File: src/rtl/conv_addr_sequencer.sv
// Address/strobe sequencer for a 1-D convolution Z = X * Y over shared X/Y/Z memories.
// Optional stall support is enabled with `define CONV_SEQ_STALL_EN (adds stall_in).
module conv_addr_sequencer #(
  parameter int ADDR_WIDTH = 5
) (
  input  logic                  clk,
  input  logic                  rstn,
  input  logic                  start_in,
  input  logic [ADDR_WIDTH-1:0] size_x_in,
  input  logic [ADDR_WIDTH-1:0] size_y_in,
`ifdef CONV_SEQ_STALL_EN
  input  logic                  stall_in,
`endif
  output logic                  busy_out,
  output logic                  done_out,
  output logic [ADDR_WIDTH-1:0] addr_x_out,
  output logic [ADDR_WIDTH-1:0] addr_y_out,
  output logic                  mac_valid_out,
  output logic                  first_tap_out,
  output logic [ADDR_WIDTH:0]   addr_z_out,
  output logic                  write_z_out
);

  localparam int ZW = ADDR_WIDTH + 1;

  localparam logic [2:0] S_IDLE  = 3'd0;
  localparam logic [2:0] S_LOAD  = 3'd1;
  localparam logic [2:0] S_MAC   = 3'd2;
  localparam logic [2:0] S_WRITE = 3'd3;
  localparam logic [2:0] S_DONE  = 3'd4;

  logic [2:0]            r_state;
  logic [ADDR_WIDTH-1:0] r_sx, r_sy;
  logic [ZW-1:0]         r_i, r_last;
  logic [ADDR_WIDTH-1:0] r_k, r_kstart, r_kend;

  logic                  w_run;
  logic [ZW-1:0]         w_symin1;
  logic [ADDR_WIDTH-1:0] w_sxmin1, w_kstart, w_kend;

`ifdef CONV_SEQ_STALL_EN
  assign w_run = ~stall_in;
`else
  assign w_run = 1'b1;
`endif

  // Valid tap window for output i: k in [max(0, i-(sy-1)), min(i, sx-1)]
  assign w_symin1 = {1'b0, r_sy} - ZW'(1);
  assign w_sxmin1 = r_sx - ADDR_WIDTH'(1);
  assign w_kstart = (r_i >= w_symin1) ? ADDR_WIDTH'(r_i - w_symin1) : '0;
  assign w_kend   = (r_i < {1'b0, w_sxmin1}) ? ADDR_WIDTH'(r_i) : w_sxmin1;

  always_ff @(posedge clk or negedge rstn) begin
    if (!rstn) begin
      r_state  <= S_IDLE;
      r_sx     <= '0;
      r_sy     <= '0;
      r_i      <= '0;
      r_last   <= '0;
      r_k      <= '0;
      r_kstart <= '0;
      r_kend   <= '0;
    end else if (w_run) begin
      case (r_state)
        S_IDLE: begin
          if (start_in) begin
            r_sx    <= size_x_in;
            r_sy    <= size_y_in;
            r_i     <= '0;
            r_last  <= {1'b0, size_x_in} + {1'b0, size_y_in} - ZW'(2);
            r_state <= (size_x_in == '0 || size_y_in == '0) ? S_DONE : S_LOAD;
          end
        end
        S_LOAD: begin
          r_k      <= w_kstart;
          r_kstart <= w_kstart;
          r_kend   <= w_kend;
          r_state  <= S_MAC;
        end
        S_MAC: begin
          if (r_k == r_kend) r_state <= S_WRITE;
          else               r_k     <= r_k + ADDR_WIDTH'(1);
        end
        S_WRITE: begin
          if (r_i == r_last) begin
            r_state <= S_DONE;
          end else begin
            r_i     <= r_i + ZW'(1);
            r_state <= S_LOAD;
          end
        end
        S_DONE:  r_state <= S_IDLE;
        default: r_state <= S_IDLE;
      endcase
    end
  end

  // Outputs decode registered state only; stall can only mask strobes.
  always_comb begin
    busy_out      = (r_state != S_IDLE);
    done_out      = (r_state == S_DONE) && w_run;
    mac_valid_out = (r_state == S_MAC) && w_run;
    first_tap_out = (r_state == S_MAC) && w_run && (r_k == r_kstart);
    write_z_out   = (r_state == S_WRITE) && w_run;
    addr_x_out    = '0;
    addr_y_out    = '0;
    addr_z_out    = '0;
    if (r_state == S_MAC) begin
      addr_x_out = r_k;
      addr_y_out = ADDR_WIDTH'(r_i - {1'b0, r_k});
    end
    if (r_state == S_WRITE) addr_z_out = r_i;
  end

endmodule
File: config.mk
export PLATFORM = sky130hd
export DESIGN_NAME = conv_addr_sequencer
export DESIGN_NICKNAME = d
export VERILOG_FILES = /design/src/rtl/conv_addr_sequencer.sv
export SDC_FILE = /design/constraint.sdc
export NUM_CORES = 1
export LEC_CHECK = 0
export CAP_MARGIN = 20
export CORE_UTILIZATION = 51
export DETAILED_ROUTE_END_ITERATION = 12
export PLACE_DENSITY = 0.74
export SYNTH_ARGS = -nofsm -noshare
export SYNTH_HDL_FRONTEND = slang
export SYNTH_SLANG_ARGS = --single-unit
File: constraint.sdc
create_clock -name clk -period 2.2 [get_ports clk]
set_input_delay 0.55 -clock clk [delete_from_list [all_inputs] [get_ports clk]]
set_output_delay 0.55 -clock clk [all_outputs]
set_load 0.05 [all_outputs]
=== Word-level counts from Yosys, hierarchy flattened ===
Cells that the tools add are included.

* Divide/modulo/power cells: 0
* Bitwise operators: 0
* Order comparisons: 2
* Shift operators: 0
* Eq/ne operators: 11
* $mul: 0
* $add $sub $neg: 8
* Multiplexer cells: 15
* Reductions and logical operators: 12

{| class="wikitable"
|+ Operators with widths
! kind !! count
|-
| $mux 5 || 5
|-
| $mux 6 || 3
|-
| $mux 3 || 4
|-
| $pmux 3 s4 || 1
|-
| $pmux 6 s2 || 1
|-
| $eq 5x5->1 || 2
|-
| $logic_not 5->1 || 2
|-
| $pmux 5 s2 || 1
|-
| $sub 5x5->5 || 2
|-
| $add 5x5->6 || 1
|-
| $add 6x1->6 const B || 1
|-
| $eq 3x2->1 const B || 2
|-
| $eq 6x6->1 || 1
|-
| $ge 6x6->1 || 1
|-
| $lt 6x5->1 || 1
|-
| $ne 2x2->1 const B || 3
|-
| $reduce_and 2->1 || 3
|-
| $sub 5x1->6 const B || 1
|-
| $sub 6x2->6 const B || 1
|-
| $add 5x1->5 const B || 1
|-
| $sub 5x1->5 const B || 1
|-
| $reduce_bool 2->1 || 2
|-
| $eq 3x1->1 const B || 1
|-
| $eq 3x3->1 const B || 1
|-
| other kinds (6) || 6
|}

* Bits in latches: 0
* RAM bits: 0
* Bits in registers: 40
* Output and inout port bits: 21
* Memories kept: 0
* Logic and storage cells: 56
* ROM bits: 0

=== Depth between registers and ports, before layout ===
* Word-level depth: 5
* Mapped depth: 11
* Depth with buffers taken out: 11

=== Worst setup path before layout ===
No wires, ideal clock.

* Kind: register to output
* Start: reg r_state[1]
* End: out first_tap_out
* Stages on the path, launching flop included: 7
* Required time: 1650 ps
* Buffers on the path: 1
* Setup slack: -903 ps
* Arrival: 2553 ps
* Cell sequence: dfrtp_1 buf_4 inv_1 or3_1 inv_1 nand4_1 nor3_1

* Cells in the longest elaborated chain, start to end: 2

{| class="wikitable"
|+ RTL lines
! element !! RTL line !! RTL
|-
| start: declaration || 32 || <nowiki>logic [2:0] r_state;</nowiki>
|-
| start signal: assignment || 71 || <nowiki>r_state <= (size_x_in == '0 || size_y_in == '0) ? S_DONE : S_LOAD;</nowiki>
|-
| $eq 3x2->1 || n/a ||
|-
| via mac_valid_out || 18 || <nowiki>output logic mac_valid_out,</nowiki>
|-
| $logic_and 1x1->1 || 103 || <nowiki>first_tap_out = (r_state == S_MAC) && w_run && (r_k == r_kstart);</nowiki>
|-
| end: declaration || 19 || <nowiki>output logic first_tap_out,</nowiki>
|}

The timed path passes the listed nets, and every way through them passes these cells.

=== Final worst setup path ===
* Start: reg r_i[0]
* End: out addr_y_out[4]

* Cells in the longest elaborated chain, start to end: 2

{| class="wikitable"
|+ RTL lines
! element !! RTL line !! RTL
|-
| start: declaration || 34 || <nowiki>logic [ZW-1:0] r_i, r_last;</nowiki>
|-
| start signal: assignment || 88 || <nowiki>r_i <= r_i + ZW'(1);</nowiki>
|-
| $sub 5x5->5 || 110 || <nowiki>addr_y_out = ADDR_WIDTH'(r_i - {1'b0, r_k});</nowiki>
|-
| $mux 5 || 108 || <nowiki>if (r_state == S_MAC) begin</nowiki>
|-
| end: declaration || 17 || <nowiki>output logic [ADDR_WIDTH-1:0] addr_y_out,</nowiki>
|}

No other way between the ends.

==> out/qor.csv <==
metric,value,unit
first_iter_violations,186,
fin_cells,483,
synth_area,2900,um2
async_reset_ff_share,100,%
clock_latency,300,ps
gr-total-overflow,0,
cap_violations,0,
n_fill_cell,325,
arrival,2010,ps
cts-root-buf,clkbuf_8,
finalHoldViolations,0,
fp-row-count,27,
cts_tree,done,
avgSynthCellArea,9.05,um2
antenna_left,0,
powerDensity,1800,nW/um2
synth_edf_count,0,
cts_buffers,5,
die_w,77.5,um
synth_seq_area_share,34.5,%
drc,0,
gp_congestion,0.854,
cts_buffer_depth,2,
wl,8.83,mm
core,5510,um2
fin_setup_tns,-1700,ps
cp_max_fo,2,
leakage,0.00210,uW
failed_checks,setup timing,
status,finished with violations,
drive_above_1_share,44.8,%
grt_pass1_wl,13.0,mm
critPathLaunchType,flop,
drv_slew,0,
antenna_cells,0,
detailed_place_hpwl,5.54,mm
place_area,3860,um2
peakVddDrop,989,uV
ys.flop_type,dfrtp_1,
tightest_slew,929,ps
swShare,47.4,%
cts.htree.levels,2,
p_sw,3760,uW
post-route-worst-setup-slack,-359,ps
path_clk_slew,90,ps
design_area,4420,um2
final-seq-area,1010,um2
initial_utilization,52.7,%
finalNetCount,453,
drt_first_pass_iters,4,
grt.total_usage,28.0,%
period_needed,2560,ps
grt_max_degree,24,
crit_required,1650,ps
antenna_found_initial,0,
synth_fp_nets,364,
min_path_type,in -> async,
vias,2740,
die_y,77.5,um
io_buffers,33,
synth_cell_types,53,
p_seq_share,17.2,%
intPower,4180,uW
cts_sinks,40,
fmax,391,MHz
synth_seq_cells,40,
setup_viol,10,
num_io_pins,34,
rsz0062_at_grt,yes,
yosys_warnings,0,
synthCells,321,
comb_power_share,76.2,%
fin_crit_sh,116,%
clock_skew,10.1,ps
slew_headroom,37.8,%
end_kind,output port,
placedCellCount,462,
grt_pass1_vias,2659,
pwr-share-clk,6.6,%
critPathKind,reg -> out,
vias_per_cell,5.67,
multiInputGateArea,2080,um2
wl_per_cell,18.3,um
die-area,6000,um2
area_delta_synth_final,52.1,%
critical path, cell delays in order, from the launching register on:
cell and delay (ps):
dfrtp_2 410, inv_2 90, ha_4 140, inv_2 50, fa_2 340, a21o_1 170
a21oi_2 170, xnor2_2 90, nor2_4 110, buf_12 140
synth_stat cells (all sizes together) (2+ instances only):
library cell / instances / share of area, %
nand3: 5 / 0.86
or4: 2 / 0.52
nor4: 2 / 0.65
nand3b: 3 / 0.78
dfrtp: 40 / 34
nand4: 6 / 1.3
mux2i: 3 / 1.0
nand2: 35 / 4.5
a21o: 6 / 1.6
a31oi: 4 / 0.86
inv: 39 / 5.0
ha: 27 / 12
and2: 4 / 0.86
buf: 6 / 1.1
nor3b: 2 / 0.69
clkbuf: 6 / 0.78
mux2: 8 / 3.6
nor2: 18 / 2.3
a311oi: 2 / 0.60
fa: 3 / 2.1
nor3: 11 / 2.1
xnor2: 12 / 3.6
nand2b: 2 / 0.43
o21ai: 21 / 4.1
a21oi: 14 / 2.5
xor2: 20 / 6.0
metrics by stage:
stage / setup slack, ps / total power, uW / hold WS (ps) / util [%]
floorplan: -141 / 4280 / 254 / -
global placement: -371 / 5820 / 481 / 70.1
detailed placement: -486 / 5950 / 487 / 70.1
CTS: -349 / 7100 / 192 / 75.9
global route: -426 / 8370 / 196 / 80.2
finish: -359 / 7940 / 175 / 80.2
cell type report:
type | count | share of cell area (%)
multi-input combinational | 230 | 47.1
inverter | 39 | 3.40
sequential | 40 | 22.8
tap | 72 | 2.04
clock buffer | 8 | 2.04
timing repair buffer | 94 | 22.7
repair_timing:
action | in CTS | in global routing
pin swaps | 17 | 29
cloned | 0 | 0
hold buffers | 0 | 0
setup endpoints to repair | 26 | 29
buffers inserted | 9 | 6
resized for setup | 41 | 50
cell usage in the layout (no fill, tap or decap), drive strengths merged, types with 4 or more instances in the layout:
master         synthesis  layout
mux2                   8       8
a31oi                  4       4
clkbuf                 6       8
inv                   39      38
dfrtp                 40      40
clkdlybuf4s50          0       7
o21ai                 21      21
xnor2                 12      12
a21oi                 14      14
nor3                  11      11
nor2                  18      18
buf                    6      83
xor2                  20      20
ha                    27      27
nand2                 35      35
nand3                  5       5
and2                   4       4
nand4                  6       6
a21o                   6       6
path summary, 6_finish.rpt:
kind,startpoint,endpoint,slack [ps],depth (start not counted)
setup / recovery,r_i[0]$_DFFE_PN0P_,addr_y_out[4],-360,9
hold / removal,rstn,r_sy[2]$_DFFE_PN0P_,170,1
setup reg to reg,r_sx[1]$_DFFE_PN0P_,r_kend[2]$_DFFE_PN0P_,-190,9
hold reg to reg,r_last[2]$_DFFE_PN0P_,r_last[2]$_DFFE_PN0P_,510,2
max in group asynchronous,rstn,r_i[1]$_DFFE_PN0P_,1310,2
min in group clk,r_last[2]$_DFFE_PN0P_,r_last[2]$_DFFE_PN0P_,510,2
power groups by stage:
stage	combinational [uW]	clock, uW	sequential, uW
3_3_place_gp	4500	0	1320
2_1_floorplan	2990	0	1290
3_5_place_dp	4620	0	1330
5_1_grt	6420	562	1390
6_report	6050	526	1370
4_1_cts	5260	523	1320
flip-flops by register name (all words and copies together) (netlist names):
| name | count |
|---|---|
| r_kstart | 5 |
| r_k | 5 |
| r_state | 3 |
| r_sx | 5 |
| r_last | 6 |
| r_kend | 5 |
| r_i | 6 |
| r_sy | 5 |
per-layer routing:
layer,global-route usage [%],routed length [um]
met2,48.5,4640
met4,7.36,153
met3,4.24,371
met1,36.3,3670
met5,0,0
cell families after synthesis:
group	after synthesis	share of synthesized area [%]
AOI/OAI and AO/OA	64	15.0
xor gates and xnor gates	32	9.65
adders and majority gates	30	13.7
buffers and inverters	51	6.94
DFF	40	34.5
muxes	11	4.65
and+or+nand+nor	93	15.6
Note: power is estimated with default switching activity, not from simulation.
==> edit 1 (same flow settings) <==
Reset style: synchronous (`rstn`), changed in one clocked block.
--- a/src/rtl/conv_addr_sequencer.sv
+++ b/src/rtl/conv_addr_sequencer.sv
@@ -51,5 +51,5 @@
   assign w_kend   = (r_i < {1'b0, w_sxmin1}) ? ADDR_WIDTH'(r_i) : w_sxmin1;
 
-  always_ff @(posedge clk or negedge rstn) begin
+  always_ff @(posedge clk) begin
     if (!rstn) begin
       r_state  <= S_IDLE;
Function: differs if rstn is asserted again (counterexample within 4 cycles, from zero or initial values and one cycle with rstn low); with rstn held inactive, the same outputs for 10 cycles.
==> edit 1 against the unedited design <==
The run still ends with negative setup slack left; routed wire length decreased by 2.3%; register-to-register slack better by 0.11 ns; sequential cell count unchanged; fmax rose by 3.4%; design area fell by 2.6%; setup slack better by 0.084 ns; area after synthesis about the same; via count up 7.4%; non-clock buffer count fell by 3; die area barely moved; critical path type unchanged; largest cell class unchanged.
Power is not compared: it rests on default switching activity, and its combinational part moved more than twofold at a synthesized area within 25%.
==> edit 1: results <==
set metrics [dict create \
    outcome "finished, violations left" \
    failed_checks "negative setup slack" \
    met3_length_um 460 \
    grt.total_usage_pct 27.48 \
    routed-wl-met2_um 4501 \
    finClkSkew_ns 0.005667 \
    grt_use_met1_pct 30.17 \
    seq_area_frac_synth_pct 27.60 \
    arrival_ns 1.93 \
    slowest_delay_ns 0.34 \
    reg2reg_depth 8 \
    bufAreaShareNonClock_pct 22.04 \
    setup_violations 9 \
    cp-startpoint "r_i[0]" \
    sh_seq_area_pct 19.19 \
    gp_congestion 0.8728 \
    grtUsageMet2_pct 49.91 \
    nNetsFinal 485 \
    grt_max_degree 23 \
    slew_headroom_pct 54.18 \
    synthTopCellsByArea "dfxtp_1 28%, ha_1 12%, nand2_1 5.2%" \
    synth_fp_nets 401 \
    clock_area_share_pct 2.501 \
    hold_ws_ns 0.4691 \
    holdCritPathClass "register to register" \
    dp_hpwl_um 5683 \
    dp.cells 497 \
    pre_cts_slack_ns -0.4594 \
    clockBufferCount 6 \
    grt_pass1_wl_um 12940 \
    setup_slack_ns -0.2750 \
    netlist-cell-type-count 57 \
    setup_tns_ns -0.8334 \
    detail_route.first_pass.iterations 5 \
    final_area_um2 4303 \
]
## edit 1: cell types whose count changed after synthesis, sizes merged, moves of 5 or more
cell / change
nand2: +5
nand3: +7
o21ai: -8
a21oi: +13
dfxtp: +40
mux2: -5
xnor2: +5
and3: +5
a211oi: +5
nor2: +15
dfrtp: -40
## edit 1: logic make-up (layout without fill, tap and decap cells)
kind of cell / count (synthesis) / in the layout / synth area share (%)
muxes: 6 / 6 / 2.199
buffers and inverters: 52 / 137 / 7.330
adders and majority gates: 30 / 30 / 13.71
xor gates and xnor gates: 33 / 33 / 10.22
and+or+nand+nor: 122 / 122 / 20.70
DFF: 40 / 40 / 27.60
AOI/OAI and AO/OA: 75 / 75 / 18.24
## edit 1: timing repair
| action | 4_1_cts | 5_1_grt |
|---|---|---|
| setup endpoints to repair | 22 | 24 |
| endpoints found under the hold margin | 0 | 0 |
| pin swaps | 15 | 29 |
| gates resized for setup | 28 | 56 |
| setup buffers | 7 | 4 |
==> edit 2 (config.mk and constraints unchanged) <==
Made on the original files. Set the parameter `ADDR_WIDTH` to 4 (it was 5).
--- a/src/rtl/conv_addr_sequencer.sv
+++ b/src/rtl/conv_addr_sequencer.sv
@@ -2,5 +2,5 @@
 // Optional stall support is enabled with `define CONV_SEQ_STALL_EN (adds stall_in).
 module conv_addr_sequencer #(
-  parameter int ADDR_WIDTH = 5
+  parameter int ADDR_WIDTH = 4
 ) (
   input  logic                  clk,
Interface: changed (5 resized); port bits go from 34 to 29. The function was not compared with the original's and may differ.
==> edit 2 against the unedited design <==
Final cell count down 23%; die area fell by 18%; total power down 33%; first-iteration DRC count is 49% lower; global-route usage down 2.2 points; sequential power shrank 21%; design area decreased by 25%; sequential cell count fell by 7; area after synthesis down 19%; highest routed layer unchanged; setup slack improved by 0.36 ns; routed wire length fell by 32%.
==> edit 2: results <==
set metrics [dict create \
    outcome "completed" \
    synthArstFlopShare_pct 100.0 \
    routed-wl-met2_um 3320 \
    grt_pass1_wl_um 9715 \
    power.share.clock_pct 8.6 \
    slew_headroom_pct 69.61 \
    reg2reg_depth 8 \
    postPlaceCellArea_um2 2995 \
    powerSeq_uw 1080 \
    top_regs "r_i (5), r_last (5)" \
    met3_length_um 234 \
    wl_met1_um 2355 \
    wirelength_um 5990 \
    netlist-cell-type-count 49 \
    viasPerCell 5.513 \
    r2r_end "r_k[2]" \
    p_leak_uw 0.001507 \
    cp-startpoint "r_k[1]" \
    hold_ws_ns 0.5012 \
    arrival_ns 1.65 \
    synthAdderAreaFrac_pct 14.25 \
    grt.total_usage_pct 25.84 \
    post_cts_resized 17 \
    grt_max_degree 34 \
    grt_use_met1_pct 28.81 \
    crit_family "flip-flops" \
    cts_setup_buffers 8 \
    synth.top_cells.by_count "33 x dfrtp_1, 28 x inv_1, 26 x nand2_1" \
    clk_pin_slew_ns 0.07 \
    worstSetupEndpoint "addr_y_out[2]" \
    cp_slowest_cell "dfrtp_1" \
    p_comb_share_pct 71.2 \
    io_buffers 28 \
    synth_mux_area_share_pct 2.020 \
    grt_pass1_vias 2107 \
    synthXorXnorAreaFrac_pct 8.931 \
    synthTopCellsByArea "dfrtp_1 35%, ha_1 12%, xnor2_1 6.3%" \
    drt_iter0_markers 95 \
    cp_max_fo 5 \
    pre_cts_slack_ns -0.2499 \
    grtUsageMet2_pct 47.76 \
    drive_above_1_share_pct 31.68 \
    dp_hpwl_um 4194 \
    synth_compound_area_share_pct 15.52 \
    r2r_start "r_sy[0]" \
    irDropWorstVdd_mv 0.7264 \
]
edit 2: changes by cell type in the layout (fill, tap and decap cells not counted), moves of 6 or more:
cell and delta:
nor2_1 +6, nand2_1 -7, buf_4 -24, inv_2 -8
xnor2_1 +6, xor2_1 -12
edit 2: final cells by class:
| type | count | area [um^2] | share of cell area, % |
|---|---|---|---|
| sequential | 33 | 827.0 | 25.06 |
| inverter | 30 | 117.6 | 3.563 |
| timing repair buffer | 59 | 668.1 | 20.24 |
| clock inverter | 3 | 17.52 | 0.5307 |
| clock buffer | 5 | 68.82 | 2.085 |
| tap | 52 | 65.06 | 1.971 |
| multi-input combinational | 192 | 1536 | 46.55 |
edit 2: per-stage QoR:
| step | util [%] | std cells |
|---|---|---|
| final | 75.29 | 374 |
| after global routing | 75.29 | 374 |
| after CTS | 73.57 | 372 |
| after detailed placement | 68.32 | 356 |
| after global placement | 68.32 | 356 |
| after floorplan | - | 264 |
